[config.mk]
export PLATFORM = sky130hd
export DESIGN_NAME = nv_nvdla_sdp_nrdma_slcg_ctrl
export DESIGN_NICKNAME = d
export VERILOG_FILES = /design/src/rtl/nv_nvdla_sdp_nrdma_slcg_ctrl.sv
export SDC_FILE = /design/constraint.sdc
export NUM_CORES = 1
export LEC_CHECK = 0
export ABC_CLOCK_PERIOD_IN_PS = 2600
export BUFFER_PORTS_ARGS = -buffer_cell sky130_fd_sc_hd__buf_2
export CAP_MARGIN = 25
export CORE_UTILIZATION = 50
export CTS_CLUSTER_SIZE = 16
export DETAILED_ROUTE_END_ITERATION = 8
export PLACE_DENSITY = 0.75
export SETUP_SLACK_MARGIN = 0.3
export SYNTH_ARGS = -nofsm -noshare
export SYNTH_HDL_FRONTEND = slang
export SYNTH_SLANG_ARGS = --single-unit
export TNS_END_PERCENT = 5
[constraint.sdc]
create_clock -name nvdla_core_clk -period 2.6 [get_ports nvdla_core_clk]
set_input_delay 0.65 -clock nvdla_core_clk [delete_from_list [all_inputs] [get_ports nvdla_core_clk]]
set_output_delay 0.65 -clock nvdla_core_clk [all_outputs]
set_load 0.01 [all_outputs]
[src/rtl/nv_nvdla_sdp_nrdma_slcg_ctrl.sv]
// SDP NRDMA clock-gate control: keeps the NRDMA clock requested from
// layer start until reads drain, plus an idle hold between layers.
module nv_nvdla_sdp_nrdma_slcg_ctrl #(
    parameter int OUTS_W    = 8,
    parameter int IDLE_HOLD = 16,
    parameter int HOLD_W    = 5
) (
    input  logic              nvdla_core_clk,
    input  logic              nvdla_core_rstn,
    input  logic              reg2dp_op_en,
    input  logic              reg2dp_nrdma_disable,
    input  logic              layer_done,
    input  logic              dma_rd_req_valid,
    input  logic              dma_rd_req_ready,
    input  logic              dma_rd_rsp_valid,
    input  logic              dma_rd_rsp_ready,
    output logic              nrdma_slcg_op_en,
    output logic              nrdma_disable,
    output logic              ctrl_busy,
    output logic [OUTS_W-1:0] outs_cnt,
    output logic              err_overflow,
    output logic              err_underflow
);

    typedef enum logic [1:0] {
        S_IDLE,
        S_ACTIVE,
        S_DRAIN,
        S_HOLD
    } state_t;

    localparam logic [OUTS_W-1:0] CNT_MAX = '1;
    localparam logic [HOLD_W-1:0] HOLD_LD = HOLD_W'(IDLE_HOLD - 1);

    state_t            state;
    state_t            state_nxt;
    logic              op_en_d;
    logic              op_en_rise;
    logic              start;
    logic              inc;
    logic              dec;
    logic [OUTS_W-1:0] cnt_nxt;
    logic              ovf_set;
    logic              unf_set;
    logic [HOLD_W-1:0] hold_cnt;
    logic [HOLD_W-1:0] hold_nxt;

    assign op_en_rise = reg2dp_op_en & ~op_en_d;
    assign start      = op_en_rise & ~reg2dp_nrdma_disable;
    assign inc        = dma_rd_req_valid & dma_rd_req_ready;
    assign dec        = dma_rd_rsp_valid & dma_rd_rsp_ready;

    // Outstanding-read count: saturating, simultaneous inc/dec cancels
    always_comb begin
        cnt_nxt = outs_cnt;
        ovf_set = 1'b0;
        unf_set = 1'b0;
        if (inc && !dec) begin
            if (outs_cnt == CNT_MAX) ovf_set = 1'b1;
            else                     cnt_nxt = outs_cnt + 1'b1;
        end else if (dec && !inc) begin
            if (outs_cnt == '0) unf_set = 1'b1;
            else                cnt_nxt = outs_cnt - 1'b1;
        end
    end

    // Next state; a restart in HOLD wins over hold expiry
    always_comb begin
        state_nxt = state;
        unique case (state)
            S_IDLE: begin
                if (start) state_nxt = S_ACTIVE;
            end
            S_ACTIVE: begin
                if (layer_done)
                    state_nxt = (cnt_nxt != '0) ? S_DRAIN : S_HOLD;
            end
            S_DRAIN: begin
                if (cnt_nxt == '0) state_nxt = S_HOLD;
            end
            S_HOLD: begin
                if (start)               state_nxt = S_ACTIVE;
                else if (hold_cnt == '0) state_nxt = S_IDLE;
            end
        endcase
    end

    // Hold counter reloads on every HOLD entry, then counts down
    always_comb begin
        hold_nxt = hold_cnt;
        if (state_nxt == S_HOLD && state != S_HOLD)
            hold_nxt = HOLD_LD;
        else if (state == S_HOLD && hold_cnt != '0)
            hold_nxt = hold_cnt - 1'b1;
    end

    // State, counters and registered gate outputs
    always_ff @(posedge nvdla_core_clk or negedge nvdla_core_rstn) begin
        if (!nvdla_core_rstn) begin
            state            <= S_IDLE;
            op_en_d          <= 1'b0;
            hold_cnt         <= '0;
            outs_cnt         <= '0;
            err_overflow     <= 1'b0;
            err_underflow    <= 1'b0;
            nrdma_slcg_op_en <= 1'b0;
            nrdma_disable    <= 1'b1;
            ctrl_busy        <= 1'b0;
        end else begin
            state            <= state_nxt;
            op_en_d          <= reg2dp_op_en;
            hold_cnt         <= hold_nxt;
            outs_cnt         <= cnt_nxt;
            err_overflow     <= err_overflow | ovf_set;
            err_underflow    <= err_underflow | unf_set;
            nrdma_slcg_op_en <= (state_nxt != S_IDLE);
            nrdma_disable    <= (state_nxt == S_IDLE);
            ctrl_busy        <= (state_nxt == S_ACTIVE) ||
                                (state_nxt == S_DRAIN);
        end
    end

endmodule

==> results by group <==
Placement
  – Routability congestion estimate: 0.916
  – Pre-CTS setup slack: -343 ps
  – Port Buf Inserts: 21
  – DP HPWL: 2360 um
  – Placed Cells: 197

Synthesis
  – Synthesized instance count: 134
  – Synthesized net count: 149
  – Most common cell in the netlist: dfrtp_1
  – Synth warn: 0
  – Ranking of synthesized cells by area: dfrtp_1 (38%), ha_1 (5.6%), nor3_1 (3.4%), inv_1 (3.4%), xor2_1 (2.6%)
  – Asr flop ratio synth: 100%
  – Share of the synthesized area in the top cell type: 37.6%
  – Syn Area/Cell: 9.93 um^2
  – Post-synth top cells: dfrtp_1 (20), inv_1 (12), nor3_1 (9)
  – Top_reg_cell synth: dfrtp_1
  – Post-synth EDFFs: 0
  – Synth cell types: 48
  – Mapped cell area: 1330 um^2
  – Synth area leader: dfrtp_1
  – Register area share after synthesis: 39.6%
  – Post-synthesis register bit count: 21

Final layout
  – Fin cells: 208
  – Layout cell share with drive strength beyond 1: 51.7%
  – Area grow syn2layout: 35.0%
  – Fillers: 175
  – Sequential cell area: 533 um^2
  – Net count, final: 194
  – ANT cells: 0
  – Footprint of the multi-input gates: 862 um^2

Global routing
  – Total gr overflow: 0
  – Initial antenna violation count: 0
  – GRT Overall Usage: 25.2%
  – Largest net degree at the start of global routing: 22
  – First-pass GRT wire length: 5190 um
  – Vias in the first global route: 1108

Clock network
  – CTS tree: yes
  – Clock Latency Late Sink: 310 ps
  – Clock Tree Buf Depth: 2
  – CTS buffer count: 3
  – Root buf cell: clkbuf_4
  – Clock transition at path regs: 120 ps
  – Clk sinks: 21
  – H-tree depth: 1

Critical path
  – CP startpoint kind: input pin
  – WS Path Type: input pin to flop
  – Crit. End Element: flop
  – Critical Path RT: 2830 ps
  – Data arrival, critical path: 2820 ps
  – Crit-path max FO: 10
  – Worst reg-to-reg path cell count: 13

Floorplanning
  – Starting Density: 53.3%
  – DIE AREA: 2870 um^2
  – Core Area: 2500 um^2
  – Die span in x: 53.6 um
  – Die Ht: 53.6 um
  – Num ports: 22
  – Cell row count: 18

Pwr
  – Peak VDD IR: 0.853 mV
  – Leakage: 0.000813 uW
  – Total power: 1920 uW
  – PD cells: 1070 nW/um^2

STA
  – Fin crit share: 99.8%
  – Hold slack: 269 ps
  – Worst slew margin: 69.0%
  – FMAX: 385 MHz
  – Final setup skew: 6.45 ps
  – Slew Viols, Final: 0
  – RSZ-0062 raised after global routing: yes
  – Fin worst setup slack: 5.31 ps
  – Final Hold Viols: 0
  – Endpoints failing setup: 0
  – Fin crit period: 2590 ps
  – Worst Tran Pin Value: 464 ps

Route
  – Detailed-route wire length: 3340 um
  – Drt wl/cell: 16.1 um
  – Antenna-violating nets left: 0
  – TritonRoute pass-1 iters: 4
  – Drt initial violations: 29
  – Remaining routing DRC violations: 0
  – Vias/cell: 5.76
  – Via count: 1199

Min path
  – HP Class: input pin to asynchronous set/reset pin

Status
  – Outcome: complete, no violations

Flow run
  – Number of max-cap violations: 0
==> kinds of logic (layout without fill, tap and decap cells) <==
| group | after synthesis | count (layout) | share of synthesized area [%] |
|---|---|---|---|
| AOI/OAI and AO/OA | 25 | 25 | 15.8 |
| xor gates and xnor gates | 6 | 6 | 3.95 |
| adders and majority gates | 6 | 6 | 5.64 |
| buffers and inverters | 17 | 61 | 7.24 |
| DFF | 21 | 21 | 39.6 |
| and+or+nand+nor | 59 | 59 | 27.8 |
==> critical path, stage by stage <==
cell and delay, ps:
buf_2 100, and2_1 420, nand3_1 180, o211a_1 170, a211oi_1 300, buf_4 180
nor4_2 40, a22oi_2 200, nor3_2 70, ha_2 210, nand2_2 90, nand2_2 60
a41oi_2 160
==> sequential cells by signal (all words and copies together), names as in the netlist <==
| register | flops |
|---|---|
| ctrl_busy | 1 |
| err_overflow | 1 |
| err_underflow | 1 |
| hold_cnt | 5 |
| nrdma_disable | 1 |
| nrdma_slcg_op_en | 1 |
| op_en_d | 1 |
| outs_cnt | 8 |
| state | 2 |
==> cells in the final DEF (no fill, tap or decap), drive strengths merged, types with 2 or more instances in the layout <==
cell	count
a211oi	2
a21oi	2
nand3b	2
nand2b	3
clkbuf	3
nand4	7
nor2	8
inv	12
xor2	4
o31ai	2
nand3	7
dfrtp	20
buf	45
nor3	9
xnor2	2
ha	6
and4	2
o211a	2
a21o	2
nor3b	2
o211ai	2
o32ai	2
nor4	5
nand2	10
==> power breakdown <==
part	switching [uW]	leakage, uW	internal, uW
registers	197	0.000240	460
logic	568	0.000560	538
clock network	102	0.0000139	58.7
total	867	0.000813	1060
==> worst paths after layout <==
| check | endpoint | slack [ps] | from |
|---|---|---|---|
| max in group asynchronous | nrdma_disable | 1990 | nvdla_core_rstn |
| max | hold_cnt[4] | 5 | dma_rd_rsp_valid |
| min | state[0] | 270 | nvdla_core_rstn |
| min in group nvdla_core_clk | op_en_d | 450 | reg2dp_op_en |
| max reg2reg | hold_cnt[4] | 30 | outs_cnt[0] |
| min reg2reg | err_overflow | 470 | err_overflow |
==> routing by layer <==
metal | global-route usage [%] | share of wire (%) | vias up
li1 | - | - | 578
met1 | 35.6 | 47 | 591
met2 | 38.3 | 49 | 26
met3 | 7.34 | 3.5 | 4
met4 | 4.82 | 1.1 | 0
met5 | 0 | 0 | -
==> cell type report <==
| cell class | instances | share of cell area (%) |
|---|---|---|
| inverter | 12 | 2.51 |
| timing repair buffer | 45 | 16.1 |
| multi-input combinational | 96 | 48.0 |
| tap | 30 | 2.09 |
| sequential | 21 | 29.7 |
| clock buffer | 3 | 1.25 |
| clock inverter | 1 | 0.418 |
==> stage by stage <==
step / area, um^2 / util, % / setup TNS [ps]
after floorplan: 1410 / - / 0
after global placement: 1630 / 65.0 / -1140
after detailed placement: 1630 / 65.0 / -2000
after CTS: 1710 / 68.5 / -110
after global routing: 1800 / 71.9 / -505
final: 1800 / 71.9 / 0
==> what timing repair did <==
action	in CTS	in global routing
setup endpoints to repair	8	9
resized for setup	5	12
hold buffers	0	0
buffers inserted	4	3
pin swaps	11	10
Note: power is estimated with default switching activity, not from simulation.
